**src/rtl/wb_master_xfer.sv**
```systemverilog
// wb_master_xfer
//   Single-transfer Wishbone B4 pipelined initiator. Takes one command from a
//   valid/ready command port, runs one Wishbone cycle, waits for ack/err/rty
//   or a timeout, then presents data and status on a valid/ready response port.
//
// Ports
//   clk_i, rst_n_i            clock, asynchronous active-low reset
//   cmd_valid_i/cmd_ready_o   command handshake (ready = FSM idle)
//   cmd_we_i/adr_i/sel_i/dat_i  command contents
//   rsp_valid_o/rsp_ready_i   response handshake
//   rsp_dat_o                 read data (0 unless a read ended with ack)
//   rsp_status_o              00 ack, 01 err, 10 rty, 11 timeout
//   wb_*                      Wishbone B4 pipelined initiator signals
//   busy_o                    high whenever the FSM is not idle
module wb_master_xfer #(
  parameter int ADDR_WIDTH = 32,
  parameter int DATA_WIDTH = 32,
  parameter int TIMEOUT    = 255
) (
  input  logic                    clk_i,
  input  logic                    rst_n_i,
  input  logic                    cmd_valid_i,
  output logic                    cmd_ready_o,
  input  logic                    cmd_we_i,
  input  logic [ADDR_WIDTH-1:0]   cmd_adr_i,
  input  logic [DATA_WIDTH/8-1:0] cmd_sel_i,
  input  logic [DATA_WIDTH-1:0]   cmd_dat_i,
  output logic                    rsp_valid_o,
  input  logic                    rsp_ready_i,
  output logic [DATA_WIDTH-1:0]   rsp_dat_o,
  output logic [1:0]              rsp_status_o,
  output logic                    wb_cyc_o,
  output logic                    wb_stb_o,
  output logic                    wb_we_o,
  output logic [ADDR_WIDTH-1:0]   wb_adr_o,
  output logic [DATA_WIDTH/8-1:0] wb_sel_o,
  output logic [DATA_WIDTH-1:0]   wb_dat_o,
  input  logic                    wb_ack_i,
  input  logic                    wb_err_i,
  input  logic                    wb_rty_i,
  input  logic                    wb_stall_i,
  input  logic [DATA_WIDTH-1:0]   wb_dat_i,
  output logic                    busy_o
);

  localparam int SW = DATA_WIDTH / 8;
  localparam int CW = (TIMEOUT < 1) ? 1 : $clog2(TIMEOUT + 1);
  localparam logic [CW-1:0] TO_VAL = CW'(TIMEOUT);

  localparam logic [1:0] S_IDLE = 2'd0;
  localparam logic [1:0] S_REQ  = 2'd1;
  localparam logic [1:0] S_WAIT = 2'd2;
  localparam logic [1:0] S_DONE = 2'd3;

  localparam logic [1:0] ST_ACK = 2'b00;
  localparam logic [1:0] ST_ERR = 2'b01;
  localparam logic [1:0] ST_RTY = 2'b10;
  localparam logic [1:0] ST_TMO = 2'b11;

  logic [1:0]            state_q, state_d;
  logic [CW-1:0]         cnt_q, cnt_d;
  logic                  cyc_q, cyc_d;
  logic                  stb_q, stb_d;
  logic                  we_q, we_d;
  logic [ADDR_WIDTH-1:0] adr_q, adr_d;
  logic [SW-1:0]         sel_q, sel_d;
  logic [DATA_WIDTH-1:0] dat_q, dat_d;
  logic                  rsp_valid_q, rsp_valid_d;
  logic [DATA_WIDTH-1:0] rsp_dat_q, rsp_dat_d;
  logic [1:0]            rsp_status_q, rsp_status_d;
  logic                  busy_q, busy_d;

  logic timed_out;
  logic term;
  logic [CW-1:0] cnt_inc;

  // Counter value N is seen in the (N+1)-th bus cycle, so the timeout fires
  // N+1 cycles after cyc rises; TIMEOUT=0 never fires.
  assign timed_out = (TIMEOUT != 0) && (cnt_q == TO_VAL);
  assign term      = wb_ack_i | wb_err_i | wb_rty_i;
  assign cnt_inc   = (cnt_q == '1) ? cnt_q : cnt_q + 1'b1;

  always_comb begin
    state_d      = state_q;
    cnt_d        = cnt_q;
    cyc_d        = cyc_q;
    stb_d        = stb_q;
    we_d         = we_q;
    adr_d        = adr_q;
    sel_d        = sel_q;
    dat_d        = dat_q;
    rsp_valid_d  = rsp_valid_q;
    rsp_dat_d    = rsp_dat_q;
    rsp_status_d = rsp_status_q;

    case (state_q)
      S_IDLE: begin
        if (cmd_valid_i) begin
          we_d    = cmd_we_i;
          adr_d   = cmd_adr_i;
          sel_d   = cmd_sel_i;
          dat_d   = cmd_dat_i;
          cyc_d   = 1'b1;
          stb_d   = 1'b1;
          cnt_d   = '0;
          state_d = S_REQ;
        end
      end
      S_REQ: begin
        if (timed_out) begin
          cyc_d        = 1'b0;
          stb_d        = 1'b0;
          rsp_valid_d  = 1'b1;
          rsp_status_d = ST_TMO;
          rsp_dat_d    = '0;
          state_d      = S_DONE;
        end else begin
          cnt_d = cnt_inc;
          if (!wb_stall_i) begin
            stb_d   = 1'b0;
            state_d = S_WAIT;
          end
        end
      end
      S_WAIT: begin
        if (term) begin
          cyc_d       = 1'b0;
          rsp_valid_d = 1'b1;
          if (wb_err_i)      rsp_status_d = ST_ERR;
          else if (wb_rty_i) rsp_status_d = ST_RTY;
          else               rsp_status_d = ST_ACK;
          rsp_dat_d = (!we_q && !wb_err_i && !wb_rty_i) ? wb_dat_i : '0;
          state_d   = S_DONE;
        end else if (timed_out) begin
          cyc_d        = 1'b0;
          stb_d        = 1'b0;
          rsp_valid_d  = 1'b1;
          rsp_status_d = ST_TMO;
          rsp_dat_d    = '0;
          state_d      = S_DONE;
        end else begin
          cnt_d = cnt_inc;
        end
      end
      default: begin
        if (rsp_ready_i) begin
          rsp_valid_d = 1'b0;
          state_d     = S_IDLE;
        end
      end
    endcase

    busy_d = (state_d != S_IDLE);
  end

  always_ff @(posedge clk_i or negedge rst_n_i) begin
    if (!rst_n_i) begin
      state_q      <= S_IDLE;
      cnt_q        <= '0;
      cyc_q        <= 1'b0;
      stb_q        <= 1'b0;
      we_q         <= 1'b0;
      adr_q        <= '0;
      sel_q        <= '0;
      dat_q        <= '0;
      rsp_valid_q  <= 1'b0;
      rsp_dat_q    <= '0;
      rsp_status_q <= ST_ACK;
      busy_q       <= 1'b0;
    end else begin
      state_q      <= state_d;
      cnt_q        <= cnt_d;
      cyc_q        <= cyc_d;
      stb_q        <= stb_d;
      we_q         <= we_d;
      adr_q        <= adr_d;
      sel_q        <= sel_d;
      dat_q        <= dat_d;
      rsp_valid_q  <= rsp_valid_d;
      rsp_dat_q    <= rsp_dat_d;
      rsp_status_q <= rsp_status_d;
      busy_q       <= busy_d;
    end
  end

  assign cmd_ready_o  = (state_q == S_IDLE);
  assign rsp_valid_o  = rsp_valid_q;
  assign rsp_dat_o    = rsp_dat_q;
  assign rsp_status_o = rsp_status_q;
  assign wb_cyc_o     = cyc_q;
  assign wb_stb_o     = stb_q;
  assign wb_we_o      = we_q;
  assign wb_adr_o     = adr_q;
  assign wb_sel_o     = sel_q;
  assign wb_dat_o     = dat_q;
  assign busy_o       = busy_q;

endmodule

```
**config.mk**
```make
export PLATFORM = sky130hd
export DESIGN_NAME = wb_master_xfer
export DESIGN_NICKNAME = d
export VERILOG_FILES = /design/src/rtl/wb_master_xfer.sv
export SDC_FILE = /design/constraint.sdc
export NUM_CORES = 1
export LEC_CHECK = 0
export ABC_CLOCK_PERIOD_IN_PS = 4200
export CORE_UTILIZATION = 44
export CTS_CLUSTER_DIAMETER = 100
export CTS_CLUSTER_SIZE = 16
export DETAILED_ROUTE_END_ITERATION = 8
export HOLD_SLACK_MARGIN = 0.05
export PLACE_DENSITY = 0.89
export RECOVER_POWER = 100
export SLEW_MARGIN = 10
export SYNTH_ARGS = -nofsm -noshare
export SYNTH_HDL_FRONTEND = slang
export SYNTH_SLANG_ARGS = --single-unit
export TNS_END_PERCENT = 100
```
**constraint.sdc**
```tcl
create_clock -name clk_i -period 4.2 [get_ports clk_i]
set_clock_uncertainty 0.05 [all_clocks]
set_input_delay 0.42 -clock clk_i [delete_from_list [all_inputs] [get_ports clk_i]]
set_output_delay 0.42 -clock clk_i [all_outputs]
set_load 0.01 [all_outputs]
```
==> results.json <==
{
  "outcome": "complete, but fails checks",
  "failed_checks": "max-capacitance violations, max-slew violations",
  "slowest_delay_ps": 840,
  "postRouteAntennaNets": 0,
  "cts_tree": "built",
  "crit_buf_inv": 2,
  "grt_usage": 0.2305,
  "fill_cells": 695,
  "post_cts_buffers": 0,
  "seqPwrFrac": 0.336,
  "crit_arrival_ps": 3280,
  "netSwitchingFraction": 0.3116,
  "crit_family": "buffers and inverters",
  "clkLatencyLatePin_ps": 490,
  "fin_util": 0.7368,
  "hold_slack_ps": 427.8,
  "rows": 37,
  "numCtsBuffers": 17,
  "grt_start_max_net_pins": 74,
  "wl_per_cell_um": 17.39,
  "yosys.area.top_type": "dfrtp_1",
  "syn2layout_area_growth_pct": 62.78,
  "drive_gt1_frac": 0.1889,
  "drt_iter0_markers": 134,
  "power_mw": 5.825,
  "synthMuxAreaShare": 0.1713,
  "synth_edf_count": 0,
  "grt_util_met1": 0.2601,
  "use_met2": 0.4016,
  "die_h_um": 104.8,
  "worst_slew_margin_rel": -0.1679,
  "antennaDiodeCount": 0,
  "async_reset_ff_frac": 1.000,
  "intPower_mw": 4.010,
  "nets": 663,
  "synth_xor_area_frac": 0,
  "globalRouteMet3Util": 0.08235,
  "grt_pass1_vias": 3932,
  "p_sw_mw": 1.815,
  "syn_inst": 328,
  "multiInputGateArea_sq_um": 1644,
  "htree_levels": 4,
  "first_pass_iters": 4,
  "final_cells": 697,
  "rsz0062_at_grt": "no",
  "viasPerCell": 5.172,
  "yosysWarnings": 0,
  "synth_compound_area_frac": 0.1124,
  "critical_path_class": "reg2reg",
  "fmax_ghz": 0.3376,
  "port_buffers": 216,
  "worstPathRequired_ps": 4520,
  "clkPwrFrac": 0.261,
  "ys.flop_type": "dfrtp_1",
  "grt-ovfl-total": 0,
  "grt_pass1_wl_mm": 19.63,
  "slowest_stage": "and2_0",
  "synth-simple-area-share": 0.05218,
  "cts_root_buf": "clkbuf_8",
  "synth.area.top_cells": "dfrtp_1 (63%), mux2_2 (17%), a22o_1 (6.0%)",
  "io_pins": 217,
  "die_x_um": 104.8,
  "combPwrFrac": 0.403,
  "place_congestion": 0.8409,
  "synthAdderAreaFrac": 0.01614,
  "period_share": 0.7052,
  "start_util": 0.4526,
  "die_area_sq_um": 10990,
  "grt_busiest_layer": "met2",
  "irDropWorstVdd_uv": 400.3,
  "finalWirelength_mm": 12.12,
  "cp_max_fo": 56,
  "worst_pin_slew_ps": 1752,
  "avgSynthCellArea_sq_um": 14.18,
  "antenna_found_initial": 0,
  "min-delay-path-class": "reg2reg",
  "synth_top_area_frac": 0.6294,
  "core_area_sq_um": 10280,
  "min_period_ps": 2962,
  "seqCellArea_sq_um": 2928,
  "cts_buffer_depth": 2,
  "dp.cells": 664,
  "synthesis.area_sq_um": 4652,
  "synth_nets": 443,
  "drc": 0,
  "cts_sinks": 117,
  "critPathCaptureType": "flop",
  "cap_violations": 1,
  "finalHoldViolations": 0,
  "report.final.slew_viol_count": 74,
  "vias": 3605,
  "ys_types": 39,
  "cts_resized": 0,
  "tns_ps": 0,
  "power_density_nw_per_um2": 769.3,
  "clk_pin_slew_ps": 60,
  "setup_viol": 0,
  "synth_top_family_by_area": "multiplexers",
  "cts_hold_buffers": 1,
  "crit_chain": "inv_1 > ha_1 > and2_0 > buf_4 > mux2_2",
  "ys_seq_area_frac": 0.6294,
  "startpoint_type": "flop",
  "ys_seq_elements": 117,
  "leakage_nw": 3.312,
  "place_hpwl_mm": 8.734
}
## Yosys cell counts (4+ instances only)
master	n
a21oi_1	10
a22o_1	32
clkbuf_1	16
dfrtp_1	117
ha_1	6
mux2_2	69
nand2_1	8
nor2_1	4
nor3_1	4
o21ai_0	10
o31ai_1	4
or4_1	5
## metrics by stage
| step | setup WS, ps | area [sq um] |
|---|---|---|
| floorplan | 1994 | 4652 |
| global placement | 1598 | 6937 |
| detailed placement | 1399 | 6937 |
| CTS | 1456 | 7579 |
| global route | 768.4 | 7572 |
| finish | 1238 | 7572 |
## power groups by stage
stage / clock, mW / sequential [mW] / combinational [mW]
2_1_floorplan: 0 / 2.20 / 0.924
3_3_place_gp: 0 / 1.96 / 2.47
3_5_place_dp: 0 / 1.99 / 2.55
4_1_cts: 1.55 / 1.99 / 2.56
5_1_grt: 1.60 / 2.04 / 2.51
6_report: 1.52 / 1.96 / 2.35
## routing by layer
layer  vias up  wire, um
met3        18       975
met1      1753      4747
met5         -         0
li1       1661         -
met4         0       196
met2       173      6199
## kinds of logic (layout without fill, tap and decap cells)
kind of cell | count (synthesis) | count (layout)
adders and majority gates | 6 | 6
and+or+nand+nor | 42 | 42
AOI/OAI and AO/OA | 70 | 70
DFF | 117 | 117
buffers and inverters | 22 | 255
muxes | 71 | 71
## cell usage in the layout (no fill, tap or decap), drive strengths merged, types with 4 or more instances in the layout
master | synthesis | final
dfrtp | 117 | 117
dlygate4sd3 | 0 | 109
clkdlybuf4s50 | 0 | 107
mux2 | 69 | 69
a22o | 32 | 32
clkbuf | 16 | 23
a21oi | 10 | 10
o21ai | 10 | 10
nand2 | 8 | 8
ha | 6 | 6
or4 | 5 | 5
nor3 | 4 | 4
nor2 | 4 | 4
o31ai | 4 | 4
bufinv | 0 | 4
clkinvlp | 0 | 4
inv | 3 | 4
## final cells by class
cell class              count  share of cell area
well taps                 136             0.02247
clock inverters            11             0.02280
multi-input cells         189              0.2171
inverters                   3            0.001487
flip-flops and latches    117              0.3866
repair buffers            220              0.2888
clock buffers              21             0.06064
## path summary, 6_finish.rpt
kind / from / to / slack, ps / cells after the start
max: state_q[0]$_DFF_PN0_ / wb_dat_o[13]$_DFFE_PN0P_ / 1240 / 5
min: wb_cyc_o$_DFFE_PN0P_ / wb_cyc_o$_DFFE_PN0P_ / 430 / 1
max reg2reg: state_q[0]$_DFF_PN0_ / wb_dat_o[13]$_DFFE_PN0P_ / 1240 / 5
min reg2reg: wb_cyc_o$_DFFE_PN0P_ / wb_cyc_o$_DFFE_PN0P_ / 430 / 1
max in group asynchronous: rst_n_i / wb_adr_o[30]$_DFFE_PN0P_ / 1290 / 3
min in group asynchronous: rst_n_i / busy_o$_DFF_PN0_ / 890 / 2
## registers in the layout (all words and copies together) (netlist names), 2 cells and up
signal and count:
state_q 2, cnt_q 8, rsp_dat_o 32, rsp_status_o 2
wb_adr_o 32, wb_dat_o 32, wb_sel_o 4
Power figures use the tool's default switching activity.
